===== src/rtl/sprite_plot_scheduler.sv =====
// sprite_plot_scheduler
//   Shares the single VGA plot port among NUM_SPRITES sprite drawers. Each
//   frame tick starts an erase pass over every active sprite, followed by a
//   draw pass. The granted sprite owns the plot port until it reports done.
//
//   Optional build macro: SCHED_WATCHDOG_EN adds a per-grant watchdog of
//   WDOG_CYCLES cycles and drives the sticky timeout_err flag. Without it,
//   timeout_err is tied low and a grant waits for done indefinitely.
//
//   Ports
//     CLOCK_50, reset             clock, asynchronous active-low reset
//     frame_tick                  start a new frame sequence (pulse)
//     spr_active                  per-sprite participation, latched at tick
//     spr_x/spr_y/spr_colour      packed per-sprite pixel fields
//     spr_pix_valid, spr_done     per-sprite pixel strobe and done level
//     spr_start                   one-hot start pulse to the granted sprite
//     spr_erase                   erase pass in progress
//     vga_x/vga_y/vga_colour/vga_plot  muxed plot port to vga_adapter
//     busy                        a sequence is in progress
//     frame_overrun               tick arrived while busy (pulse)
//     timeout_err                 sticky watchdog flag
module sprite_plot_scheduler #(
   parameter int unsigned NUM_SPRITES  = 4,
   parameter logic [2:0]  ERASE_COLOUR = 3'b000,
   parameter int unsigned WDOG_CYCLES  = 1023
) (
   input  logic                     CLOCK_50,
   input  logic                     reset,
   input  logic                     frame_tick,
   input  logic [NUM_SPRITES-1:0]   spr_active,
   input  logic [8*NUM_SPRITES-1:0] spr_x,
   input  logic [7*NUM_SPRITES-1:0] spr_y,
   input  logic [3*NUM_SPRITES-1:0] spr_colour,
   input  logic [NUM_SPRITES-1:0]   spr_pix_valid,
   input  logic [NUM_SPRITES-1:0]   spr_done,
   output logic [NUM_SPRITES-1:0]   spr_start,
   output logic                     spr_erase,
   output logic [7:0]               vga_x,
   output logic [6:0]               vga_y,
   output logic [2:0]               vga_colour,
   output logic                     vga_plot,
   output logic                     busy,
   output logic                     frame_overrun,
   output logic                     timeout_err
);

   localparam int unsigned IDX_W = (NUM_SPRITES > 1) ? $clog2(NUM_SPRITES) : 1;
   localparam logic [IDX_W-1:0] LAST_IDX = IDX_W'(NUM_SPRITES - 1);

   typedef enum logic [1:0] {ST_IDLE, ST_SCAN, ST_START, ST_WAIT} state_t;

   state_t                 state;
   logic [IDX_W-1:0]       idx;
   logic                   phase_draw;
   logic [NUM_SPRITES-1:0] mask;
   logic                   first_wait;
   logic                   wdog_hit;
   logic                   done_ok;
   logic                   advance;
   int unsigned            sel;

   assign sel = 32'(idx);

   // Done is only honoured after the first WAIT cycle so a level left over
   // from the sprite's previous grant cannot end the new grant early.
   assign done_ok = (state == ST_WAIT) && !first_wait && spr_done[idx];
   assign advance = ((state == ST_SCAN) && !mask[idx]) || done_ok ||
                    ((state == ST_WAIT) && wdog_hit);

   // Sequencer: scan sprites in index order, erase pass then draw pass.
   always_ff @(posedge CLOCK_50 or negedge reset) begin
      if (!reset) begin
         state      <= ST_IDLE;
         idx        <= '0;
         phase_draw <= 1'b0;
         mask       <= '0;
         first_wait <= 1'b0;
         spr_start  <= '0;
         spr_erase  <= 1'b0;
         busy       <= 1'b0;
      end else begin
         spr_start <= '0;
         case (state)
            ST_IDLE: begin
               if (frame_tick) begin
                  mask       <= spr_active;
                  idx        <= '0;
                  phase_draw <= 1'b0;
                  state      <= ST_SCAN;
                  busy       <= 1'b1;
                  spr_erase  <= 1'b1;
               end
            end
            ST_SCAN: begin
               if (mask[idx]) begin
                  state     <= ST_START;
                  spr_start <= NUM_SPRITES'(1) << idx;
               end
            end
            ST_START: begin
               state      <= ST_WAIT;
               first_wait <= 1'b1;
            end
            ST_WAIT: begin
               first_wait <= 1'b0;
            end
            default: state <= ST_IDLE;
         endcase

         if (advance) begin
            if (idx != LAST_IDX) begin
               idx   <= idx + 1'b1;
               state <= ST_SCAN;
            end else if (!phase_draw) begin
               phase_draw <= 1'b1;
               idx        <= '0;
               state      <= ST_SCAN;
               spr_erase  <= 1'b0;
            end else begin
               phase_draw <= 1'b0;
               state      <= ST_IDLE;
               busy       <= 1'b0;
               spr_erase  <= 1'b0;
            end
         end
      end
   end

   // Plot port mux: only the granted sprite reaches vga_adapter.
   always_comb begin
      vga_x      = '0;
      vga_y      = '0;
      vga_colour = '0;
      vga_plot   = 1'b0;
      if (state == ST_WAIT) begin
         vga_x      = spr_x[8*sel +: 8];
         vga_y      = spr_y[7*sel +: 7];
         vga_colour = phase_draw ? spr_colour[3*sel +: 3] : ERASE_COLOUR;
         vga_plot   = spr_pix_valid[idx];
      end
   end

   assign frame_overrun = frame_tick & busy;

`ifdef SCHED_WATCHDOG_EN
   localparam int unsigned WDOG_W = $clog2(WDOG_CYCLES + 1);

   logic [WDOG_W-1:0] wdog_cnt;

   // Counts WAIT cycles of the current grant; the count equals the number
   // of WAIT cycles already completed.
   always_ff @(posedge CLOCK_50 or negedge reset) begin
      if (!reset) begin
         wdog_cnt    <= '0;
         timeout_err <= 1'b0;
      end else begin
         if (state == ST_START)
            wdog_cnt <= '0;
         else if (state == ST_WAIT)
            wdog_cnt <= wdog_cnt + 1'b1;
         if ((state == ST_WAIT) && wdog_hit && !done_ok)
            timeout_err <= 1'b1;
      end
   end

   assign wdog_hit = (wdog_cnt == WDOG_W'(WDOG_CYCLES - 1));
`else
   assign wdog_hit    = 1'b0;
   assign timeout_err = 1'b0;
`endif

endmodule


===== config.mk =====
export PLATFORM = sky130hd
export DESIGN_NAME = sprite_plot_scheduler
export DESIGN_NICKNAME = d
export VERILOG_FILES = /design/src/rtl/sprite_plot_scheduler.sv
export SDC_FILE = /design/constraint.sdc
export NUM_CORES = 1
export LEC_CHECK = 0
export BUFFER_PORTS_ARGS = -buffer_cell sky130_fd_sc_hd__buf_2
export CAP_MARGIN = 30
export CORE_MARGIN = 4
export CORE_UTILIZATION = 42
export DETAILED_ROUTE_END_ITERATION = 12
export PLACE_DENSITY = 0.94
export SKIP_LAST_GASP = 1
export SLEW_MARGIN = 20
export SYNTH_ARGS = -nofsm -noshare
export SYNTH_HDL_FRONTEND = slang
export SYNTH_SLANG_ARGS = --single-unit

===== constraint.sdc =====
create_clock -name CLOCK_50 -period 5.1 [get_ports CLOCK_50]
set_input_delay 0.765 -clock CLOCK_50 [delete_from_list [all_inputs] [get_ports CLOCK_50]]
set_output_delay 0.765 -clock CLOCK_50 [all_outputs]
set_load 0.01 [all_outputs]

==> flow_metrics.env <==
export IMPL_cts_hold_buffers=0
export IMPL_antennaDiodeCount=0
export IMPL_critPathRequiredTime_ps=4340
export IMPL_clock_sinks=16
export IMPL_synthesis_area_um2=1415
export IMPL_min_period_ps=2959
export IMPL_critPathCaptureType="output port"
export IMPL_cts_tree="done"
export IMPL_fmax_ghz=0.3380
export IMPL_area_delta_synth_final_pct=43.50
export IMPL_clk_pin_slew_ps=90
export IMPL_io_buffers=112
export IMPL_final_nets=318
export IMPL_min_period_over_period_pct=58.01
export IMPL_r2r_start="idx[0]"
export IMPL_die_y_um=66.05
export IMPL_drive_above_1_share_pct=65.61
export IMPL_cts_setup_buffers=0
export IMPL_register_area_um2=400.4
export IMPL_cts_made_buffers=3
export IMPL_hold_path_class="input pin to async pin"
export IMPL_maxCapViolCount=0
export IMPL_multiInputGateArea_um2=952.2
export IMPL_coreArea_um2=3128
export IMPL_rsz0062_at_grt="false"
export IMPL_cts_resized=0
export IMPL_worst_pin_slew_ps=912.4
export IMPL_routabilityCongestion=0.7964
export IMPL_placed_area_um2=1994
export IMPL_hpwl_um=3475
export IMPL_synth_cell_type_count=22
export IMPL_outcome="finished, final reports clean"
export IMPL_crit_path_start_kind="flop"
export IMPL_crit_path_max_fanout=17
export IMPL_seq_area_frac_synth_pct=28.29
export IMPL_ant_nets=0
export IMPL_ys_warn_count=0
export IMPL_hold_viol_final=0
export IMPL_drc=0
export IMPL_start_util_pct=45.24
export IMPL_grt_pass1_wl_um=6009
export IMPL_ctsRootBufferMaster="clkbuf_4"
export IMPL_via_per_inst=5.155
export IMPL_cts_buffer_depth=2
export IMPL_synth_area_per_cell_um2=12.63
export IMPL_grtUsageTotal_pct=18.26
export IMPL_wl_per_cell_um=15.15
export IMPL_worst_path_buf_inv=2
export IMPL_num_rows=20
export IMPL_critical_path_arrival_ps=2190
export IMPL_final_max_slew_violation_count=0
export IMPL_ys_ff_latch=16
export IMPL_fin_skew_ps=4.582
export IMPL_grt_overflow_total=0
export IMPL_drtIter0Drc=41
export IMPL_critPathMaxStageDelay_ps=650
export IMPL_instances_no_fill=265
export IMPL_die_area_um2=4362
export IMPL_syn_inst=112
export IMPL_finalSetupTns_ps=0
export IMPL_clk_latency_ps=290
export IMPL_fillers=254
export IMPL_cpLargestDelayFamily="flip-flops"
export IMPL_placedCellCount=261
export IMPL_die_w_um=66.05
export IMPL_num_io_pins=114
export IMPL_p_leak_nw=1.086
export IMPL_max_slew_margin_pct=39.17
export IMPL_crit_path_cell_trace="buf_4, mux4_2, and3_1, buf_2"
export IMPL_synth_fp_nets=208
export IMPL_grt_pass1_vias=1379
export IMPL_peakVddDrop_uv=279.2
export IMPL_setup_worst_path_class="flop to output port"
export IMPL_cts_max_level=1
export IMPL_setup_viol=0
export IMPL_worstReg2RegEnd="state[0]"
export IMPL_antenna_found_initial=0
export IMPL_fin_area_um2=2031
export IMPL_wl_um=4014
export IMPL_worstRegToRegCells=4
export IMPL_power_density_nw_per_um2=457.2
export IMPL_grt_max_degree=26
export IMPL_vias=1366
export IMPL_first_pass_iters=4
export IMPL_timing_reg2reg_setup_slack_ps=2700
export IMPL_worst_path_max_delay_cell="dfrtp_1"
[layout by cell type, fill, tap and decap left out]
cell and count:
clkbuf_4 3, mux4_2 21, nor2_1 5, dfrtp_1 16
ha_1 9, buf_2 112, a21oi_1 3, o2bb2ai_4 1
mux2i_1 3, a32o_1 2, mux2_2 5, a31oi_1 1
inv_1 5, buf_4 1, and2_1 17, clkbuf_8 1
nand2_2 1, and3_1 7, nand2_1 4, conb_1 1
o21ai_0 1, nor2b_1 2
[Yosys cell counts]
cell type,n,area (µm²)
a21oi_1,3,15.01
mux2_2,5,56.30
inv_1,5,18.77
nand2_1,4,15.01
nor2_1,5,18.77
and2_1,17,106.4
buf_6,1,11.26
nor2b_1,2,12.51
ha_1,9,112.6
a31oi_1,1,6.260
buf_4,1,7.510
o2bb2ai_4,1,27.53
conb_1,1,3.750
and3_1,7,43.79
mux2i_1,3,30.03
clkbuf_1,4,15.01
mux4_2,21,473.0
o21ai_0,1,5.000
buf_2,2,10.01
nand2_2,1,6.260
a32o_1,2,20.02
dfrtp_1,16,400.4
[flip-flops by register name, summed over array words and instances (netlist names)]
register / count
mask: 4
phase_draw: 1
spr_start: 4
spr_erase: 1
first_wait: 1
state: 2
busy: 1
idx: 2
[final cells by class]
| type | instances | area share [%] |
|---|---|---|
| Multi-Input combinational cell | 83 | 46.89 |
| Timing Repair Buffer | 113 | 27.97 |
| Sequential cell | 16 | 19.72 |
| Tap cell | 44 | 2.711 |
| Clock buffer | 4 | 1.787 |
| Inverter | 5 | 0.9242 |
[stage by stage]
step                      power (W)  worst slack (ps)  hold WS, ps  utilization (%)
after floorplan           0.0006993              2814        466.2                -
after global placement    0.0008362              2464        483.7            63.76
after detailed placement  0.0008587              2417        493.4            63.76
after CTS                 0.0009441              2084        374.1            64.92
after global routing       0.001015              1966        381.0            64.92
final                     0.0009284              2141        368.4            64.92
[worst max-delay path by stage]
| stage | startpoint | endpoint | slack [ps] | cells after the start |
|---|---|---|---|---|
| 2_1_floorplan | idx[0] | vga_colour[1] | 2810 | 4 |
| 3_3_place_gp | idx[0] | vga_colour[1] | 2460 | 4 |
| 3_5_place_dp | idx[0] | vga_colour[2] | 2420 | 4 |
| 4_1_cts | idx[0] | vga_colour[2] | 2080 | 4 |
| 5_1_grt | idx[0] | vga_colour[2] | 1970 | 4 |
| 6_report | idx[0] | vga_colour[2] | 2140 | 4 |
[report_power, final]
part	internal [W]	switching (W)
Combinational	0.000338	0.000255
Clock	0.0000435	0.0000400
Sequential	0.000180	0.0000721
Total	0.000561	0.000367
[kinds of logic (layout without fill, tap and decap cells)]
group,after synthesis,count (layout),synth area share [%]
AND/OR/NAND/NOR,36,36,14.32
multiplexers,29,29,39.52
flip-flops,16,16,28.29
buffers and inverters,13,122,4.421
adder cells (fa/ha/maj),9,9,7.958
AO/OA/AOI/OAI,8,8,5.217
other,1,1,0.2650
[layer usage]
| metal | track usage [%] | vias up | part of all wire (%) |
|---|---|---|---|
| met4 | 5.838 | 0 | 2.2 |
| met3 | 5.442 | 8 | 11 |
| met5 | 0 | - | 0 |
| li1 | - | 638 | - |
| met1 | 19.74 | 633 | 33 |
| met2 | 33.79 | 87 | 53 |
Power figures use the tool's default switching activity.
